<file path="config.mk">
export PLATFORM = sky130hd
export DESIGN_NAME = capture_ctrl_axil
export DESIGN_NICKNAME = d
export VERILOG_FILES = /design/src/rtl/capture_ctrl_axil.sv
export SDC_FILE = /design/constraint.sdc
export NUM_CORES = 1
export LEC_CHECK = 0
export BUFFER_PORTS_ARGS = -buffer_cell sky130_fd_sc_hd__buf_2
export CAP_MARGIN = 10
export CELL_PAD_IN_SITES_DETAIL_PLACEMENT = 0
export CELL_PAD_IN_SITES_GLOBAL_PLACEMENT = 1
export CORE_AREA = 2 2 170 172
export DETAILED_ROUTE_END_ITERATION = 8
export DIE_AREA = 0 0 172 174
export PLACE_DENSITY = 0.55
export SYNTH_ARGS = -nofsm -noshare
export SYNTH_HDL_FRONTEND = slang
export SYNTH_SLANG_ARGS = --single-unit
</file>
<file path="constraint.sdc">
create_clock -name clk -period 3.9 [get_ports clk]
set_clock_uncertainty 0.15 [all_clocks]
set_input_delay 0.78 -clock clk [delete_from_list [all_inputs] [get_ports clk]]
set_output_delay 0.78 -clock clk [all_outputs]
set_load 0.005 [all_outputs]
</file>
<file path="src/rtl/capture_ctrl_axil.sv">
// AXI4-Lite register block for the ADC capture packetizer: decodes CTRL/STAT/PKT_SIZE/COUNT,
// issues start/abort pulses and tracks accepted stream beats against the latched packet length.
module capture_ctrl_axil #(
    parameter int          ADDR_WIDTH       = 4,
    parameter logic [31:0] DEFAULT_PKT_SIZE = 32'h1000,
    parameter int          CNT_WIDTH        = 24
) (
    input  logic                  clk,
    input  logic                  resetn,
    input  logic [ADDR_WIDTH-1:0] s_axi_awaddr,
    input  logic                  s_axi_awvalid,
    output logic                  s_axi_awready,
    input  logic [31:0]           s_axi_wdata,
    input  logic [3:0]            s_axi_wstrb,
    input  logic                  s_axi_wvalid,
    output logic                  s_axi_wready,
    output logic [1:0]            s_axi_bresp,
    output logic                  s_axi_bvalid,
    input  logic                  s_axi_bready,
    input  logic [ADDR_WIDTH-1:0] s_axi_araddr,
    input  logic                  s_axi_arvalid,
    output logic                  s_axi_arready,
    output logic [31:0]           s_axi_rdata,
    output logic [1:0]            s_axi_rresp,
    output logic                  s_axi_rvalid,
    input  logic                  s_axi_rready,
    output logic                  cap_start,
    output logic                  cap_abort,
    output logic [CNT_WIDTH-1:0]  cap_len,
    input  logic                  cap_beat,
    output logic                  cap_last,
    output logic                  busy
);

    // Handshake contract: a transfer completes on a rising edge where valid && ready;
    // valid is never withdrawn by this block before the matching ready, and ready
    // depends only on internal state, never combinationally on the master's valid.

    localparam logic [ADDR_WIDTH-1:0] A_CTRL  = ADDR_WIDTH'(4'h0);
    localparam logic [ADDR_WIDTH-1:0] A_STAT  = ADDR_WIDTH'(4'h4);
    localparam logic [ADDR_WIDTH-1:0] A_PKT   = ADDR_WIDTH'(4'h8);
    localparam logic [ADDR_WIDTH-1:0] A_COUNT = ADDR_WIDTH'(4'hC);
    localparam logic [CNT_WIDTH-1:0]  CNT_MAX = '1;

    typedef enum logic {S_IDLE, S_RUN} state_t;

    state_t                 state_q, state_d;
    logic                   alive_q, alive_d;
    logic                   aw_held_q, aw_held_d;
    logic [ADDR_WIDTH-1:0]  awaddr_q, awaddr_d;
    logic                   w_held_q, w_held_d;
    logic [31:0]            wdata_q, wdata_d;
    logic [3:0]             wstrb_q, wstrb_d;
    logic                   bvalid_q, bvalid_d;
    logic                   rvalid_q, rvalid_d;
    logic [31:0]            rdata_q, rdata_d;
    logic [31:0]            pkt_size_q, pkt_size_d;
    logic [CNT_WIDTH-1:0]   cap_len_q, cap_len_d;
    logic [CNT_WIDTH-1:0]   cnt_q, cnt_d;
    logic                   done_q, done_d;
    logic                   err_q, err_d;
    logic                   cap_start_q, cap_start_d;
    logic                   cap_abort_q, cap_abort_d;

    logic                   wr_en;
    logic                   start_req;
    logic                   abort_req;
    logic [29:0]            pkt_words;
    logic [CNT_WIDTH-1:0]   len_sat;
    logic [31:0]            rd_mux;

    function automatic logic [31:0] apply_strb(input logic [31:0] old, input logic [31:0] data,
                                               input logic [3:0] strb);
        logic [31:0] r;
        r = old;
        for (int b = 0; b < 4; b++) begin
            if (strb[b]) r[8*b +: 8] = data[8*b +: 8];
        end
        return r;
    endfunction

    // Readies stay low while reset is asserted and for the first cycle after release.
    assign s_axi_awready = alive_q && !aw_held_q && !bvalid_q;
    assign s_axi_wready  = alive_q && !w_held_q && !bvalid_q;
    assign s_axi_arready = alive_q && !rvalid_q;
    assign s_axi_bvalid  = bvalid_q;
    assign s_axi_bresp   = 2'b00;
    assign s_axi_rvalid  = rvalid_q;
    assign s_axi_rdata   = rdata_q;
    assign s_axi_rresp   = 2'b00;
    assign cap_start     = cap_start_q;
    assign cap_abort     = cap_abort_q;
    assign cap_len       = cap_len_q;
    assign busy          = (state_q == S_RUN);
    assign cap_last      = (state_q == S_RUN) && (cnt_q == cap_len_q - 1'b1);

    assign wr_en     = aw_held_q && w_held_q;
    assign start_req = wr_en && (awaddr_q == A_CTRL) && wstrb_q[0] && wdata_q[0];
    assign abort_req = wr_en && (awaddr_q == A_CTRL) && wstrb_q[0] && wdata_q[1];
    assign pkt_words = pkt_size_q[31:2];
    assign len_sat   = (pkt_words > 30'(CNT_MAX)) ? CNT_MAX : pkt_words[CNT_WIDTH-1:0];

    always_comb begin
        rd_mux = 32'h0;
        case (s_axi_araddr)
            A_STAT:  rd_mux = {29'h0, err_q, done_q, busy};
            A_PKT:   rd_mux = pkt_size_q;
            A_COUNT: rd_mux = 32'(cnt_q);
            default: rd_mux = 32'h0;
        endcase
    end

    always_comb begin
        state_d     = state_q;
        alive_d     = 1'b1;
        aw_held_d   = aw_held_q;
        awaddr_d    = awaddr_q;
        w_held_d    = w_held_q;
        wdata_d     = wdata_q;
        wstrb_d     = wstrb_q;
        bvalid_d    = bvalid_q;
        rvalid_d    = rvalid_q;
        rdata_d     = rdata_q;
        pkt_size_d  = pkt_size_q;
        cap_len_d   = cap_len_q;
        cnt_d       = cnt_q;
        done_d      = done_q;
        err_d       = err_q;
        cap_start_d = 1'b0;
        cap_abort_d = 1'b0;

        if (s_axi_awvalid && s_axi_awready) begin
            aw_held_d = 1'b1;
            awaddr_d  = s_axi_awaddr;
        end
        if (s_axi_wvalid && s_axi_wready) begin
            w_held_d = 1'b1;
            wdata_d  = s_axi_wdata;
            wstrb_d  = s_axi_wstrb;
        end
        if (bvalid_q && s_axi_bready) bvalid_d = 1'b0;
        if (wr_en) begin
            aw_held_d = 1'b0;
            w_held_d  = 1'b0;
            bvalid_d  = 1'b1;
        end

        if (wr_en && (awaddr_q == A_PKT)) begin
            pkt_size_d = apply_strb(pkt_size_q, wdata_q, wstrb_q) & 32'hFFFF_FFFC;
        end
        if (wr_en && (awaddr_q == A_STAT) && wstrb_q[0]) begin
            if (wdata_q[1]) done_d = 1'b0;
            if (wdata_q[2]) err_d  = 1'b0;
        end

        // Sampled registers give the pre-write value when a read and write coincide.
        if (rvalid_q && s_axi_rready) rvalid_d = 1'b0;
        if (s_axi_arvalid && s_axi_arready) begin
            rvalid_d = 1'b1;
            rdata_d  = rd_mux;
        end

        case (state_q)
            S_IDLE: begin
                if (start_req && !abort_req) begin
                    if (len_sat != '0) begin
                        state_d     = S_RUN;
                        cap_start_d = 1'b1;
                        cap_len_d   = len_sat;
                        cnt_d       = '0;
                        done_d      = 1'b0;
                    end else begin
                        err_d = 1'b1;
                    end
                end
            end
            S_RUN: begin
                if (cap_beat) cnt_d = cnt_q + 1'b1;
                if (abort_req) begin
                    state_d     = S_IDLE;
                    cap_abort_d = 1'b1;
                    done_d      = 1'b0;
                end else begin
                    if (start_req) err_d = 1'b1;
                    if (cap_beat && (cnt_q == cap_len_q - 1'b1)) begin
                        state_d = S_IDLE;
                        done_d  = 1'b1;
                    end
                end
            end
            default: state_d = S_IDLE;
        endcase
    end

    always_ff @(posedge clk) begin
        if (!resetn) begin
            state_q     <= S_IDLE;
            alive_q     <= 1'b0;
            aw_held_q   <= 1'b0;
            awaddr_q    <= '0;
            w_held_q    <= 1'b0;
            wdata_q     <= '0;
            wstrb_q     <= '0;
            bvalid_q    <= 1'b0;
            rvalid_q    <= 1'b0;
            rdata_q     <= '0;
            pkt_size_q  <= DEFAULT_PKT_SIZE;
            cap_len_q   <= '0;
            cnt_q       <= '0;
            done_q      <= 1'b0;
            err_q       <= 1'b0;
            cap_start_q <= 1'b0;
            cap_abort_q <= 1'b0;
        end else begin
            state_q     <= state_d;
            alive_q     <= alive_d;
            aw_held_q   <= aw_held_d;
            awaddr_q    <= awaddr_d;
            w_held_q    <= w_held_d;
            wdata_q     <= wdata_d;
            wstrb_q     <= wstrb_d;
            bvalid_q    <= bvalid_d;
            rvalid_q    <= rvalid_d;
            rdata_q     <= rdata_d;
            pkt_size_q  <= pkt_size_d;
            cap_len_q   <= cap_len_d;
            cnt_q       <= cnt_d;
            done_q      <= done_d;
            err_q       <= err_d;
            cap_start_q <= cap_start_d;
            cap_abort_q <= cap_abort_d;
        end
    end

endmodule

</file>
Yosys cells after proc, flatten, opt, wreduce, memory -nomap -nowiden
Index checks and enable logic that the tools add are counted.

word-level totals
  bits in registers = 160
  bits of input ports = 52

operators by class
  add/sub/neg operators = 2
  reductions and logical operators = 39
  bitwise operators = 2
  muxes and demuxes = 31
  eq/ne operators = 9
  $lt $le $gt $ge = 1

operators with widths
  cell                     count
  $mux W24                 4
  $pmux W32 S3             1
  $pmux W24 S2             1
  $gt A30 B24 Y1 const B   1
  $add A24 B1 Y24 const B  1
  $eq A24 B24 Y1           1
  $reduce_bool A24 Y1      1
  $sub A24 B1 Y24 const B  1
  $mux W1                  22
  $logic_and A1 B1 Y1      21
  $eq A4 B4 Y1 const B     3
  $reduce_and A2 Y1        5
  $eq A4 B3 Y1 const B     2
  $ne A2 B2 Y1 const B     3
  $pmux W1 S2              3
  $reduce_and A3 Y1        2
  $logic_not A1 Y1         5
  $logic_not A4 Y1         1
  $reduce_bool A2 Y1       2
  $reduce_or A2 Y1         2
  $not A1 Y1               2

Longest topological paths before layout
Gate-level depths: netlist of the first run.

  depth after elaboration = 8
  depth in mapped cells = 9
  depth with buffers taken out = 9

Least setup slack after synthesis of the first run
OpenSTA, ideal clock, no wires.

  path type = register -> output
  from = reg cap_len_q[4] (netlist: cap_len[4])
  to = out cap_last
  stages on the path, launching flop included = 8
  path buffers = 1
  arrival = 2,374 ps
  required time = 2,970 ps
  slack = 596 ps
  cells stage by stage = dfxtp_1 buf_6 or4_4 or4_1 a311o_1 nor4_2 nand3b_1 nor4_1

between the ends
  longest elaborated chain between the ends = 3

RTL lines
  item                    RTL line  RTL
  start, declared         58        logic [CNT_WIDTH-1:0] cap_len_q, cap_len_d;
  start signal, assigned  226       cap_len_q <= cap_len_d;
  $sub A24 B1 Y24         95        assign cap_last = (state_q == S_RUN) && (cnt_q == cap_len_q - 1'b1);
  $eq A24 B24 Y1          95
  $logic_and A1 B1 Y1     95
  end, declared           31        output logic cap_last,

Every way passes these cells.

Worst setup path after layout of the first run
Ends and elaborated chain as after synthesis.

==> flow_metrics.env, run 1 <==
export IMPL_fp_row_count=62
export IMPL_placed_cells=1368
export IMPL_clkTransAtPathRegs_ps=70
export IMPL_hold_viol=0
export IMPL_die_w_um=172
export IMPL_hp_start="s_axi_rdata[26]"
export IMPL_wl_mm=25.0
export IMPL_worst_setup_path_type="flop to output port"
export IMPL_num_vias=6620
export IMPL_cts_hold_buf=0
export IMPL_internal_power_mw=2.58
export IMPL_p_leak_nw=3.36
export IMPL_switching_share_pct=25.8
export IMPL_crit_path_max_fanout=5
export IMPL_cp_startpoint="cap_len[4]"
export IMPL_portBuffers=116
export IMPL_grt_max_degree=62
export IMPL_timing_final_crit_share_pct=96.7
export IMPL_arrival_ps=2840
export IMPL_antenna_cells=0
export IMPL_drive_gt1_share_pct=21.0
export IMPL_cts_htree_levels=4
export IMPL_vdd_ir_drop_max_mv=0.254
export IMPL_final_common_cell="dfxtp_1"
export IMPL_yosysTopAreaCellShare_pct=44.7
export IMPL_cts_tree="yes"
export IMPL_grt_pass1_wl_mm=38.0
export IMPL_grt_pass1_vias=6223
export IMPL_routed_via_density=4.72
export IMPL_io_pins=121
export IMPL_synth_seq_area_share_pct=44.7
export IMPL_final_max_slew_violation_count=0
export IMPL_ant_nets=0
export IMPL_die_y_um=174
export IMPL_clkPwrFrac_pct=47.7
export IMPL_worst_path_largest_cell_delay_ps=550
export IMPL_synth_area_leaders="dfxtp_1 45%, a21oi_1 8.0%, nand2_1 7.6%"
export IMPL_stdcell_area_sq_um=8960
export IMPL_grt_overflow=0
export IMPL_firstDrtPassIters=4
export IMPL_syn_area_per_cell_sq_um=7.94
export IMPL_maxCapViolCount=0
export IMPL_nets=1061
export IMPL_yosysWarnings=0
export IMPL_initial_core_util_pct=25.4
export IMPL_fin_util_pct=31.7
export IMPL_worstMarginPinSlew_ps=1020
export IMPL_fin_crit_ps=3770
export IMPL_dp_final_hpwl_mm=18.2
export IMPL_cp_data_required_time_ps=2970
export IMPL_ys_seq_elements=160
export IMPL_drtIter0Drc=386
export IMPL_wire_per_inst_um=17.8
export IMPL_pwr_share_comb_pct=4.1
export IMPL_drc=0
export IMPL_placed_cell_area_sq_um=8210
export IMPL_max_clock_freq_mhz=265
export IMPL_area_growth_pct=24.9
export IMPL_antenna_found_initial=0
export IMPL_dieArea_sq_um=29900
export IMPL_ys_flop_type="dfxtp_1"
export IMPL_clockBufferDepth=2
export IMPL_core_area_sq_um=28200
export IMPL_crit_reg2reg_launch="cap_len[20]"
export IMPL_endpoint_kind="output port"
export IMPL_track_usage_pct=16.9
export IMPL_cts_root_buf="clkbuf_16"
export IMPL_rsz0062_at_grt="true"
export IMPL_worstPathCellList="or4_4, or4_1, a311o_1, nor4_4, nand3b_1, nor4_2, buf_2"
export IMPL_slew_limit_headroom_pct=32.1
export IMPL_gp_congestion=0.803
export IMPL_nFillCells=3108
export IMPL_power_mw=3.47
export IMPL_switching_power_uw=895
export IMPL_hp_class="flop to flop"
export IMPL_cts_buffers_inserted=17
export IMPL_mostFrequentLayoutCells="156 x dfxtp_1, 145 x nand2_1, 116 x buf_2, 114 x a21oi_1, 86 x nor2_1"
export IMPL_yosysUniqueCellTypes=64
export IMPL_syn_cell_area_sq_um=7170
export IMPL_insertion_delay_ps=430
export IMPL_p_seq_share_pct=48.2
export IMPL_syn_inst=903
export IMPL_setup_viol=0
export IMPL_crit_path_start_kind="flop"
export IMPL_cp_slowest_cell="or4_4"
export IMPL_async_reset_ff_share_pct=0
export IMPL_clock_sinks=160
export IMPL_synth_edf_count=0
export IMPL_power_density_nw_per_um2=388
export IMPL_yosysTopAreaCell="dfxtp_1"
export IMPL_stdcell_count=1404
export IMPL_status="finished, final reports clean"
worst paths after layout:
path | to | slack (ps) | depth (start not counted)
worst min-delay path | s_axi_rdata[26] | 300 | 2
worst max-delay path | cap_last | 130 | 7
worst max register to register | busy | 730 | 8
worst min register to register | s_axi_rdata[26] | 300 | 2
power by group through the flow:
stage,Clock (mW),Sequential [mW],Combinational (mW)
finish,1.66,1.67,0.141
global route,1.77,1.68,0.158
CTS,1.70,1.68,0.144
detailed placement,0,1.71,0.143
global placement,0,1.71,0.144
floorplan,0,1.70,0.0908
registers in the layout (all words and copies together) (netlist names):
register,count
alive_q,1
aw_held_q,1
awaddr_q,4
busy,1
cap_abort,1
cap_len,24
cap_start,1
cnt_q,24
done_q,1
err_q,1
pkt_size_q,30
s_axi_bvalid,1
s_axi_rdata,32
s_axi_rvalid,1
w_held_q,1
wdata_q,32
wstrb_q,4
worst max-delay path: cells and delay by family, from the launching register on:
kind                   cells  cell delay, ps
AO/OA/AOI/OAI              1             320
flip-flops                 1             360
AND/OR/NAND/NOR            5            1580
buffers and inverters      1             160
through the flow:
step                      TNS, ps  hold WS [ps]  setup slack [ps]
after floorplan                 0           286               596
after global placement          0           290               197
after detailed placement        0           294               161
after CTS                       0           305              13.4
after global routing        -61.1           320             -61.1
final                           0           304               128
cells in the mapped netlist (3+ instances only):
| master | n |
|---|---|
| nor2b_1 | 21 |
| and2_1 | 6 |
| a22oi_1 | 21 |
| nor3_1 | 59 |
| nor3b_1 | 5 |
| mux2i_1 | 7 |
| a211oi_1 | 4 |
| nand3_1 | 51 |
| a21oi_1 | 114 |
| xnor2_1 | 30 |
| a221oi_1 | 3 |
| o21ai_1 | 4 |
| inv_1 | 14 |
| nor4_1 | 14 |
| a21o_1 | 3 |
| nor2_1 | 87 |
| a31oi_1 | 3 |
| dfxtp_1 | 160 |
| nand4_1 | 8 |
| nand2_1 | 146 |
| or4_1 | 4 |
| clkbuf_1 | 54 |
| or3_1 | 6 |
| buf_4 | 4 |
| xor2_1 | 16 |
| nand2b_1 | 8 |
| buf_2 | 3 |
what timing repair did:
item | CTS | global route
resized for setup | 7 | 22
setup endpoints to repair | 1 | 1
gates cloned | 0 | 0
pin swaps | 3 | 8
setup buffers | 2 | 2
cells by family after synthesis:
logic type	synth area share [%]
buffers and inverters	4.40
other	0.0523
and+or+nand+nor	28.8
xor gates and xnor gates	5.62
adders and majority gates	0.349
muxes	1.13
DFF	44.7
AOI/OAI and AO/OA	15.0
metal layers:
metal | part of all wire, % | up-vias | wire [um] | track usage, %
li1 | - | 3342 | - | -
met1 | 47 | 3104 | 11800 | 23.2
met2 | 47 | 143 | 11800 | 27.0
met3 | 3.9 | 31 | 966 | 2.96
met4 | 1.8 | 0 | 440 | 5.15
met5 | 0 | - | 0 | 0
cell type report:
class	instances	area, sq um	area share (%)
Clock buffer	19	453	5.05
Clock inverter	13	119	1.33
Inverter	15	58.8	0.656
Multi-Input combinational cell	669	3840	42.8
Sequential cell	160	3210	35.8
Tap cell	384	480	5.36
Timing Repair Buffer	144	803	8.96
Power figures use the tool's default switching activity.
==> inputs of run 2 (changes only) <==
--- a/config.mk
+++ b/config.mk
@@ -12,6 +12,7 @@
 export CORE_AREA = 2 2 170 172
 export DETAILED_ROUTE_END_ITERATION = 8
 export DIE_AREA = 0 0 172 174
+export MAX_ROUTING_LAYER = met4
 export PLACE_DENSITY = 0.55
 export SYNTH_ARGS = -nofsm -noshare
 export SYNTH_HDL_FRONTEND = slang
==> run 2 against run 1 <==
Effect of this change: sequential power about the same; flip-flop and latch count did not move; critical path depth unchanged; worst setup slack worse by 5.1 ps; design area is the same; clock-buffer cell count unchanged; combinational power is essentially flat; core utilization unchanged; routed wire length up 0.21%; non-clock buffer count unchanged.
==> flow_metrics.env, run 2 (synthesized netlist as in run 1, its figures left out) <==
export IMPL_num_vias=6602
export IMPL_final_max_slew_violation_count=0
export IMPL_power_density_nw_per_um2=388
export IMPL_placed_cells=1368
export IMPL_hold_viol=0
export IMPL_met1_usage_pct=23.2
export IMPL_power_mw=3.47
export IMPL_stdcell_count=1404
export IMPL_dp_final_hpwl_mm=18.2
export IMPL_status="finished, final reports clean"
export IMPL_cp_data_required_time_ps=2970
export IMPL_clkPwrFrac_pct=47.7
export IMPL_grt_pass1_vias=6221
export IMPL_setup_ws_ps=123
export IMPL_pwr_share_comb_pct=4.1
export IMPL_antenna_found_initial=0
export IMPL_insertion_delay_ps=430
export IMPL_switching_share_pct=25.8
export IMPL_arrival_ps=2850
export IMPL_grt_busiest_layer="met2"
export IMPL_crit_path_start_kind="flop"
export IMPL_fp_row_count=62
export IMPL_drc=0
export IMPL_drive_gt1_share_pct=21.0
export IMPL_antenna_cells=0
export IMPL_die_y_um=174
export IMPL_final_common_cell="dfxtp_1"
export IMPL_firstDrtPassIters=5
export IMPL_cts_hold_buf=0
export IMPL_wire_per_inst_um=17.8
export IMPL_hp_start="s_axi_rdata[27]"
export IMPL_grt_overflow=0
export IMPL_setup_viol=0
export IMPL_mostFrequentLayoutCells="156 x dfxtp_1, 145 x nand2_1, 116 x buf_2, 114 x a21oi_1, 86 x nor2_1"
export IMPL_p_seq_share_pct=48.2
export IMPL_max_clock_freq_mhz=265
export IMPL_clockBufferDepth=2
export IMPL_core_area_sq_um=28200
export IMPL_nets=1061
export IMPL_endpoint_kind="output port"
export IMPL_area_growth_pct=24.9
export IMPL_die_w_um=172
export IMPL_cts_htree_levels=4
export IMPL_switching_power_uw=895
export IMPL_maxCapViolCount=0
export IMPL_ant_nets=0
export IMPL_cp_startpoint="cap_len[4]"
export IMPL_io_pins=121
export IMPL_track_usage_pct=17.4
export IMPL_portBuffers=116
export IMPL_slew_limit_headroom_pct=29.2
export IMPL_gp_congestion=0.814
export IMPL_vdd_ir_drop_max_mv=0.252
export IMPL_dieArea_sq_um=29900
export IMPL_rsz0062_at_grt="true"
export IMPL_timing_final_crit_share_pct=96.8
export IMPL_crit_reg2reg_launch="cap_len[20]"
export IMPL_worstMarginPinSlew_ps=1060
export IMPL_hp_class="flop to flop"
export IMPL_clock_sinks=160
export IMPL_cts_tree="yes"
export IMPL_cts_buffers_inserted=17
export IMPL_post_place_ws_ps=161
export IMPL_met2_usage_pct=27.0
export IMPL_crit_path_max_fanout=5
export IMPL_initial_core_util_pct=25.4
export IMPL_wl_mm=25.0
export IMPL_p_leak_nw=3.36
export IMPL_grt_use_met3_pct=3.01
export IMPL_internal_power_mw=2.58
export IMPL_worst_setup_path_type="flop to output port"
export IMPL_drtIter0Drc=341
export IMPL_grt_pass1_wl_mm=38.1
export IMPL_grt_max_degree=62
export IMPL_finalSetupTns_ps=0
export IMPL_routed_via_density=4.70
export IMPL_fin_crit_ps=3780
export IMPL_clkTransAtPathRegs_ps=70
export IMPL_cts_root_buf="clkbuf_16"
[run 2: final timing paths]
check	slack, ps	endpoint	cells past startpoint
worst min register to register	300	s_axi_rdata[27]	2
worst max register to register	710	busy	8
worst min-delay path	300	s_axi_rdata[27]	2
worst max-delay path	120	cap_last	7
[run 2: stage by stage]
step           hold slack [ps]  util, %  instance area [sq um]
2_1_floorplan              286        -                   7180
3_3_place_gp               290     29.1                   8210
3_5_place_dp               294     29.1                   8210
4_1_cts                    305     31.3                   8830
5_1_grt                    320     31.7                   8960
6_report                   303     31.7                   8960
[run 2: power by group through the flow]
stage	sequential (mW)	combinational, mW	clock [mW]
finish	1.67	0.142	1.66
global route	1.68	0.158	1.77
CTS	1.68	0.144	1.70
detailed placement	1.71	0.143	0
global placement	1.71	0.144	0
floorplan	1.70	0.0908	0
[run 2: final cells by class]
type	instances	area, sq um
fillers	3108	19300
multi-input cells	669	3840
flip-flops and latches	160	3210
repair buffers	144	803
well taps	384	480
clock buffers	19	453
clock inverters	13	119
inverters	15	58.8
[run 2: worst max-delay path, stage by stage (launching register included)]
cell and delay (ps):
dfxtp_4 360, or4_4 550, or4_1 410, a311o_1 330
nor4_4 190, nand3b_1 140, nor4_2 280, buf_2 160
[run 2: routing by layer]
| layer | up-vias | part of all wire (%) |
|---|---|---|
| met1 | 3109 | 47 |
| met2 | 130 | 47 |
| met3 | 24 | 3.8 |
| met5 | - | 0 |
| li1 | 3339 | - |
| met4 | 0 | 1.6 |
[run 2: repair_timing]
action,4_1_cts,5_1_grt
gates resized for setup,7,22
setup buffers,2,2
pin swaps,3,8
setup endpoints to repair,1,1
